===== config.mk =====
export PLATFORM = sky130hd
export DESIGN_NAME = dino_game_ctrl
export DESIGN_NICKNAME = d
export VERILOG_FILES = /design/src/rtl/dino_pkg.sv /design/src/rtl/bcd_counter4.sv /design/src/rtl/dino_game_ctrl.sv
export SDC_FILE = /design/constraint.sdc
export NUM_CORES = 1
export LEC_CHECK = 0
export BUFFER_PORTS_ARGS = -buffer_cell sky130_fd_sc_hd__buf_2
export CORE_MARGIN = 2
export CORE_UTILIZATION = 50
export CTS_CLUSTER_DIAMETER = 80
export DETAILED_ROUTE_END_ITERATION = 16
export PLACE_DENSITY = 0.72
export SYNTH_ARGS = -nofsm -noshare
export SYNTH_HDL_FRONTEND = slang
export SYNTH_SLANG_ARGS = --single-unit

===== constraint.sdc =====
create_clock -name CLK -period 1.8 [get_ports CLK]
set_input_delay 0.27 -clock CLK [delete_from_list [all_inputs] [get_ports CLK]]
set_output_delay 0.27 -clock CLK [all_outputs]
set_load 0.03 [all_outputs]

===== src/rtl/dino_pkg.sv =====
// dino_pkg: shared game states, BCD digit type and default tuning constants
package dino_pkg;
  typedef enum logic [1:0] {IDLE, RUN, OVER} game_state_t;
  typedef logic [3:0] bcd_digit_t;
  localparam int COLL_MIN_D  = 4;
  localparam int SCORE_DIV_D = 6;
  localparam int OVER_HOLD_D = 30;
endpackage


===== src/rtl/bcd_counter4.sv =====
// bcd_counter4: four-digit BCD score that increments by one and saturates at 9999
module bcd_counter4
  import dino_pkg::*;
(
  input  logic        CLK,
  input  logic        RESET,
  input  logic        clr,
  input  logic        inc,
  output logic [15:0] score
);
  logic [15:0] nxt;
  logic        carry;
  bcd_digit_t  d;
  // ripple the +1 through the digits, each wrapping 9 -> 0 into the next
  always_comb begin
    nxt = score;
    carry = 1'b1;
    d = '0;
    for (int i = 0; i < 4; i++) begin
      d = score[4*i +: 4];
      nxt[4*i +: 4] = carry ? (d == 4'd9 ? 4'd0 : d + 4'd1) : d;
      carry = carry && d == 4'd9;
    end
  end
  // clear has priority; 9999 is a ceiling, not a wrap point
  always_ff @(posedge CLK or posedge RESET)
    if (RESET) score <= '0;
    else score <= clr ? '0 : (inc && score != 16'h9999) ? nxt : score;
endmodule


===== src/rtl/dino_game_ctrl.sv =====
// dino_game_ctrl: frame-based collision detection, IDLE/RUN/OVER game flow and BCD score
module dino_game_ctrl
  import dino_pkg::*;
#(
  parameter int COLL_MIN  = COLL_MIN_D,
  parameter int SCORE_DIV = SCORE_DIV_D,
  parameter int OVER_HOLD = OVER_HOLD_D
) (
  input  logic        CLK,
  input  logic        RESET,
  input  logic        fresh,
  input  logic        video_on,
  input  logic        dino_px,
  input  logic        obst_px,
  input  logic        button_jump,
  output logic        game_status,
  output logic        game_over,
  output logic        hit,
  output logic [15:0] score
);
  localparam logic [7:0] C_MIN   = 8'(COLL_MIN);
  localparam logic [7:0] DIV_TOP = 8'(SCORE_DIV - 1);
  localparam logic [7:0] HOLD    = 8'(OVER_HOLD);
  game_state_t state, state_n;
  logic       b1, b2, b3, f1, f2;
  logic       btn_rise, frame_tick, ov;
  logic [7:0] ov_cnt, div, div_n, hold, hold_n;
  logic       hit_n, clr, inc;
  assign btn_rise    = b2 & ~b3;
  assign frame_tick  = f2 & ~f1;
  assign ov          = dino_px & obst_px & video_on;
  assign game_status = state == RUN;
  assign game_over   = state == OVER;
  // button synchronizer plus edge history for the button and the frame strobe
  always_ff @(posedge CLK or posedge RESET)
    if (RESET) {b1, b2, b3, f1, f2} <= '0;
    else {b1, b2, b3, f1, f2} <= {button_jump, b1, b2, fresh, f1};
  // overlap pixels of the current frame; a pixel on the tick cycle opens the new frame
  always_ff @(posedge CLK or posedge RESET)
    if (RESET) ov_cnt <= '0;
    else ov_cnt <= state != RUN ? '0 : frame_tick ? {7'd0, ov} : ov_cnt + {7'd0, ov && ov_cnt != 8'hff};
  // state, frame divider, restart hold and hit pulse registers
  always_ff @(posedge CLK or posedge RESET)
    if (RESET) begin
      state <= IDLE;
      div <= '0;
      hold <= '0;
      hit <= 1'b0;
    end else begin
      state <= state_n;
      div <= div_n;
      hold <= hold_n;
      hit <= hit_n;
    end
  // game flow: a transition swallows any tick arriving with it, collision beats scoring
  always_comb begin
    state_n = state;
    div_n = div;
    hold_n = hold;
    hit_n = 1'b0;
    clr = 1'b0;
    inc = 1'b0;
    case (state)
      IDLE:
        if (btn_rise) begin
          state_n = RUN;
          clr = 1'b1;
          div_n = '0;
        end
      RUN:
        if (frame_tick) begin
          if (ov_cnt >= C_MIN) begin
            state_n = OVER;
            hit_n = 1'b1;
            hold_n = '0;
          end else begin
            inc = div == DIV_TOP;
            div_n = inc ? '0 : div + 8'd1;
          end
        end
      OVER:
        if (btn_rise && hold == HOLD) begin
          state_n = RUN;
          clr = 1'b1;
          div_n = '0;
        end else if (frame_tick && hold != HOLD) hold_n = hold + 8'd1;
      default: state_n = IDLE;
    endcase
  end
  bcd_counter4 u_score (
    .CLK  (CLK),
    .RESET(RESET),
    .clr  (clr),
    .inc  (inc),
    .score(score)
  );
endmodule


### Word level (Yosys, flattened, before mapping)

Cells that the tools add are included.

| storage, ports and cells | value |
|---|---|
| register bits | 48 |
| output and inout port bits | 19 |

| cells by class | value |
|---|---|
| $add $sub $neg | 7 |
| mux-type cells | 36 |
| reduce and logical (&&, ||, !) cells | 19 |
| bitwise logic cells | 6 |
| equal/unequal tests | 19 |
| order comparisons | 1 |

Operators with widths:

| cell | count |
|---|---|
| $mux W8 | 11 |
| $mux W16 | 2 |
| $mux W4 | 7 |
| $pmux W8 S3 | 1 |
| $add A4 B1 Y4 const B | 4 |
| $add A8 B1 Y8 const B | 2 |
| $eq A4 B4 Y1 const B | 4 |
| $ne A16 B16 Y1 const B | 1 |
| $pmux W8 S2 | 1 |
| $ne A2 B1 Y1 const B | 5 |
| $reduce_and A5 Y1 | 2 |
| $reduce_bool A2 Y1 | 5 |
| $add A8 B1 Y8 | 1 |
| $eq A8 B3 Y1 const B | 1 |
| $eq A8 B5 Y1 const B | 1 |
| $ge A8 B3 Y1 const B | 1 |
| $mux W1 | 8 |
| $mux W2 | 4 |
| $ne A8 B5 Y1 const B | 1 |
| $ne A8 B8 Y1 const B | 1 |
| $logic_and A1 B1 Y1 | 6 |
| $ne A2 B2 Y1 const B | 3 |
| $pmux W2 S3 | 1 |
| $reduce_and A2 Y1 | 3 |
| other kinds (8) | 12 |

### Longest topological paths before layout

| logic depth | value |
|---|---|
| word-level depth | 7 |
| gate-level depth with buffers | 7 |
| mapped depth without buffers | 7 |

### Modules after synthesis

A second synthesis with hierarchy kept.

| second synthesis, totals | value |
|---|---|
| cells, all modules | 254 |
| area, all modules | 2549.9 um^2 |

By module, submodules not included:

| module | cells an instance | instances | sequential area each (um^2) | area each (um^2) |
|---|---|---|---|---|
| dino_game_ctrl | 151 | 1 | 800.8 | 1571.5 |
| bcd_counter4 | 103 | 1 | 400.4 | 978.4 |

### Worst setup path before layout

Ideal clock, no wire load.

| timing path | value |
|---|---|
| path kind | register -> register |
| from | register u_score.score[4] |
| to | register u_score.score[8] |
| buffers on the path | 1 |
| data arrival time | 1.923 ns |
| cell stages (with the launch flop) | 7 |
| data required time | 1.678 ns |
| path slack | -0.244 ns |
| setup time | 0.122 ns |
| clock period less this slack | 2.044 ns |
| cell sequence | dfrtp_1 ha_1 and3b_1 clkbuf_1 nand2_1 or4_1 a32o_1 |

| on the way | value |
|---|---|
| longest elaborated chain between the ends | 4 |

Ends and longest elaborated chain:

| what | RTL line | text |
|---|---|---|
| start, declared | bcd_counter4.sv:9 | `output logic [15:0] score` |
| start signal, assigned | bcd_counter4.sv:28 | `else score <= clr ? '0 : (inc && score != 16'h9999) ? nxt : score;` |
| $ne A16 B16 Y1 or $eq A4 B4 Y1 (tied branches) | bcd_counter4.sv:28, bcd_counter4.sv:22 |  |
| $logic_and A1 B1 Y1, on equally long branches | bcd_counter4.sv:28, bcd_counter4.sv:22 |  |
| $reduce_bool A2 Y1 (no line) | -- |  |
| $reduce_and A2 Y1 (no line) * | -- |  |

Mark *: on every way between the ends. The rest lies on a longest branch, timed or not.
A chain may end at the register's enable or synchronous reset.

### Worst setup path in the final report

| timing path | value |
|---|---|
| from | register f1 |
| to | register u_score.score[10] |

| on the way | value |
|---|---|
| longest elaborated chain between the ends | 7 |

Ends and longest elaborated chain:

| what | RTL line | text |
|---|---|---|
| start, declared | dino_game_ctrl.sv:25 | `logic b1, b2, b3, f1, f2;` |
| start signal, assigned | dino_game_ctrl.sv:37 | `else {b1, b2, b3, f1, f2} <= {button_jump, b1, b2, fresh, f1};` |
| $not A1 Y1 | dino_game_ctrl.sv:30 | `assign frame_tick = f2 & ~f1;` |
| $and A1 B1 Y1 | dino_game_ctrl.sv:30 |  |
| $mux W1 | dino_game_ctrl.sv:71 | `if (frame_tick) begin` |
| $mux W1 | dino_game_ctrl.sv:63 | `case (state)` |
| $logic_and A1 B1 Y1 | bcd_counter4.sv:28 |  |
| $reduce_bool A2 Y1 (no line) | -- |  |
| $reduce_and A2 Y1 (no line) | -- |  |

No other way between the ends.

==> impl_metrics.prom <==
# TYPE chip_impl_metric gauge
chip_impl_info{name="synth.top_cells.by_count",value="sky130_fd_sc_hd__dfrtp_1 (48), sky130_fd_sc_hd__nand3_1 (19), sky130_fd_sc_hd__nor2_1 (19)"} 1
chip_impl_metric{name="dieWidth",unit="um"} 76.9
chip_impl_info{name="critical-path-slowest-cell",value="sky130_fd_sc_hd__or4_4"} 1
chip_impl_metric{name="clock_sink_count",unit=""} 48
chip_impl_metric{name="maximum_ir_drop_on_the_vdd_rail",unit="mV"} 0.700
chip_impl_metric{name="cts_max_path_buffers",unit=""} 2
chip_impl_metric{name="worst-endpoint-arrival",unit="ps"} 2130
chip_impl_metric{name="max-slew-margin-rel",unit="%"} 72.6
chip_impl_metric{name="tritoncts.num_buffers",unit=""} 5
chip_impl_metric{name="drcViolationCount",unit=""} 0
chip_impl_metric{name="ys.warnings.count",unit=""} 0
chip_impl_info{name="grt_setup_unrepaired",value="true"} 1
chip_impl_info{name="synthFlopType",value="sky130_fd_sc_hd__dfrtp_1"} 1
chip_impl_metric{name="grt_pass1_vias",unit=""} 2279
chip_impl_metric{name="skew",unit="ps"} 10.1
chip_impl_metric{name="initial_cell_density_of_the_core",unit="%"} 52.0
chip_impl_metric{name="postSynthRegisterBits",unit=""} 48
chip_impl_info{name="cell_chain_of_the_critical_path",value="buf_6 > nor4bb_2 > buf_4 > nand4_1 > or4_4 > a21oi_2"} 1
chip_impl_metric{name="antenna_found_initial",unit=""} 0
chip_impl_metric{name="grt_use_total",unit="%"} 21.4
chip_impl_metric{name="synth_edf_count",unit=""} 0
chip_impl_info{name="yosysMostFrequentCell",value="sky130_fd_sc_hd__dfrtp_1"} 1
chip_impl_metric{name="diodes",unit=""} 0
chip_impl_metric{name="finalWorstSetupSlack",unit="ps"} -92.0
chip_impl_metric{name="finish.net_count",unit=""} 384
chip_impl_metric{name="die_height",unit="um"} 76.9
chip_impl_info{name="end_kind",value="flip-flop"} 1
chip_impl_metric{name="avgSynthCellArea",unit="um2"} 9.99
chip_impl_metric{name="drive_above_1_share",unit="%"} 40.4
chip_impl_metric{name="fin_area",unit="um2"} 3690
chip_impl_info{name="cts.root.buffer_cell",value="sky130_fd_sc_hd__clkbuf_8"} 1
chip_impl_info{name="clock_tree_from_tritoncts",value="done"} 1
chip_impl_metric{name="syn-cell-area",unit="um2"} 2660
chip_impl_metric{name="postSynthCellCount",unit=""} 266
chip_impl_metric{name="achievable-frequency",unit="MHz"} 529
chip_impl_metric{name="ant_nets",unit=""} 0
chip_impl_metric{name="fp_rows",unit=""} 26
chip_impl_metric{name="num_vias",unit=""} 2475
chip_impl_metric{name="crit_required",unit="ps"} 2030
chip_impl_metric{name="grt-ovfl-total",unit=""} 0
chip_impl_info{name="synth_top_area_cells",value="sky130_fd_sc_hd__dfrtp_1 (45%), sky130_fd_sc_hd__ha_1 (6.6%), sky130_fd_sc_hd__nand3_1 (3.6%)"} 1
chip_impl_info{name="timing_worst_setup_path_type",value="flip-flop to flip-flop"} 1
chip_impl_metric{name="clkSlewWorstSetupHoldPaths",unit="ps"} 100
chip_impl_info{name="violations",value="setup timing"} 1
chip_impl_metric{name="crit_path_max_fanout",unit=""} 4
chip_impl_metric{name="route.detailed.wl_per_inst",unit="um"} 15.2
chip_impl_metric{name="insertion_delay",unit="ps"} 310
chip_impl_metric{name="final_weighted_congestion_in_routability_driven_placement",unit=""} 0.887
chip_impl_metric{name="drv_cap",unit=""} 0
chip_impl_metric{name="setup-violations-final",unit=""} 7
chip_impl_info{name="worstSetupStartpointType",value="flip-flop"} 1
chip_impl_metric{name="clock_tree.htree_level_count",unit=""} 2
chip_impl_metric{name="wl",unit="um"} 6590
chip_impl_metric{name="synthesis.nets",unit=""} 287
chip_impl_metric{name="placedInstanceArea",unit="um2"} 3280
chip_impl_metric{name="grt_first_pass_wirelength",unit="um"} 10300
chip_impl_metric{name="place_hpwl",unit="um"} 4450
chip_impl_metric{name="cellPowerDensity",unit="nW/um2"} 802
chip_impl_metric{name="design.die.area",unit="um2"} 5910
chip_impl_info{name="synth_top_cell_by_area",value="sky130_fd_sc_hd__dfrtp_1"} 1
chip_impl_metric{name="fin_total_pwr",unit="mW"} 2.96
chip_impl_metric{name="period_share",unit="%"} 105
chip_impl_metric{name="synth_seq_area_share",unit="%"} 45.2
chip_impl_info{name="min_path_type",value="input pin to flip-flop"} 1
chip_impl_metric{name="slew_viol_final",unit=""} 0
chip_impl_metric{name="numPortBuffers",unit=""} 25
chip_impl_metric{name="io_pins",unit=""} 26
chip_impl_metric{name="drt_pass1_iterations",unit=""} 4
chip_impl_metric{name="area_delta_synth_final",unit="%"} 38.9
chip_impl_metric{name="synth.lib_cells_used.distinct",unit=""} 48
chip_impl_metric{name="core",unit="um2"} 5110
chip_impl_metric{name="via_per_inst",unit=""} 5.70
chip_impl_metric{name="dr.first_iter.drc_count",unit=""} 144
chip_impl_metric{name="synth_largest_type_area_fraction",unit="%"} 45.2
chip_impl_info{name="outcome",value="finished with violations"} 1
chip_impl_metric{name="postSynth.asyncResetShare",unit="%"} 100
chip_impl_metric{name="largest_net_degree_at_the_start_of_global_routing",unit=""} 23
chip_impl_metric{name="worst_pin_slew",unit="ps"} 411
chip_impl_metric{name="finalWorstPathRequiredPeriod",unit="ps"} 1890
chip_impl_metric{name="count_of_endpoints_failing_hold_in_the_final_timing_report",unit=""} 0
chip_impl_metric{name="total_leakage_power",unit="nW"} 1.75
chip_impl_metric{name="critical_path.max_stage_delay",unit="ps"} 510
## cell usage in the layout (no fill, tap or decap), types with 2 or more instances in the layout
cell type and instances:
sky130_fd_sc_hd__buf_4 62, sky130_fd_sc_hd__dfrtp_1 44, sky130_fd_sc_hd__buf_2 26, sky130_fd_sc_hd__nor2_1 19, sky130_fd_sc_hd__nand3_1 19, sky130_fd_sc_hd__o21ai_0 14, sky130_fd_sc_hd__a31oi_1 13, sky130_fd_sc_hd__nand2_1 11
sky130_fd_sc_hd__inv_1 10, sky130_fd_sc_hd__a21oi_1 8, sky130_fd_sc_hd__ha_1 8, sky130_fd_sc_hd__buf_6 8, sky130_fd_sc_hd__nand2b_1 7, sky130_fd_sc_hd__xor2_1 7, sky130_fd_sc_hd__and3_1 6, sky130_fd_sc_hd__or3_1 5
sky130_fd_sc_hd__nand4_1 5, sky130_fd_sc_hd__nand3b_1 5, sky130_fd_sc_hd__a32o_1 5, sky130_fd_sc_hd__o31ai_1 5, sky130_fd_sc_hd__or4_4 5, sky130_fd_sc_hd__mux2i_1 5, sky130_fd_sc_hd__clkbuf_8 5, sky130_fd_sc_hd__nor3_1 4
sky130_fd_sc_hd__ha_4 4, sky130_fd_sc_hd__dfrtp_2 4, sky130_fd_sc_hd__o21a_1 3, sky130_fd_sc_hd__a21oi_2 3, sky130_fd_sc_hd__or4_1 3, sky130_fd_sc_hd__inv_2 3, sky130_fd_sc_hd__nor4_4 2, sky130_fd_sc_hd__and4bb_2 2
sky130_fd_sc_hd__and3_2 2, sky130_fd_sc_hd__and3b_1 2, sky130_fd_sc_hd__ha_2 2, sky130_fd_sc_hd__clkinv_4 2
## critical path: cells and delay by family, from the launching register on
| family | cells | cell delay [ps] |
|---|---|---|
| AOI/OAI and AO/OA | 1 | 130 |
| buffers and inverters | 2 | 310 |
| DFF | 1 | 410 |
| and+or+nand+nor | 3 | 970 |
## metrics by stage
step / setup slack, ps / util [%] / hold WS (ps) / std cells / TNS, ps
after detailed placement: -85.2 / 64.2 / 287 / 409 / -444
final: -92.0 / 72.3 / 59.6 / 434 / -300
after global routing: -124 / 72.3 / 44.9 / 434 / -912
after global placement: -26.4 / 64.2 / 281 / 409 / -39.9
after floorplan: -87.1 / - / 301 / 266 / -259
after CTS: -84.3 / 68.4 / 54.2 / 424 / -249
## where the power goes
part / internal (mW) / switching (mW) / total (mW)
combinational: 0.453 / 0.456 / 0.909
clock: 0.419 / 0.385 / 0.804
sequential: 1.17 / 0.0747 / 1.25
## layer usage
metal	global-route usage [%]	share of wire [%]
met1	28.7	47
met2	35.3	49
met3	4.47	3.3
met4	5.82	1.2
met5	0	0
## flip-flops by register name, summed over array words and instances (netlist names)
name           flops
b3                 1
state              2
ov_cnt             8
u_score.score     16
b1                 1
f1                 1
f2                 1
hold               8
hit                1
div                8
b2                 1
## cell families (layout without fill, tap and decap cells)
family | after synthesis | after routing | share of synthesized area (%)
AND/OR/NAND/NOR | 110 | 110 | 25.5
flip-flops | 48 | 48 | 45.2
multiplexers | 5 | 5 | 1.88
XOR/XNOR | 8 | 8 | 2.64
AO/OA/AOI/OAI | 60 | 60 | 14.8
adder cells (fa/ha/maj) | 14 | 14 | 6.59
buffers and inverters | 21 | 119 | 3.44
## path summary, 6_finish.rpt
path                       start                 to  slack, ps  cells past startpoint
setup / recovery              f1  u_score.score[10]        -90                      6
hold / removal             fresh                 f1         60                      1
setup reg to reg              f1  u_score.score[10]        -90                      6
hold reg to reg               b1                 b2        360                      0
max in group asynchronous  RESET   u_score.score[4]        800                      4
min in group asynchronous  RESET             div[2]        480                      3
## timing repair
action | 4_1_cts | 5_1_grt
endpoints found under the setup margin | 14 | 29
hold buffers | 1 | 0
cloned | 0 | 1
resized for setup | 12 | 30
hold endpoints to repair | 16 | 0
pin swaps | 10 | 16
setup buffers | 6 | 9
## final cells by class
cell class                 count  area (um2)
inverter                      13        48.8
fill                         370        1420
tap                           70        87.6
multi-input combinational    197        1520
clock inverter                 3        47.5
sequential                    48        1210
clock buffer                   5        68.8
timing repair buffer          98         716
Note: power is estimated with default switching activity, not from simulation.
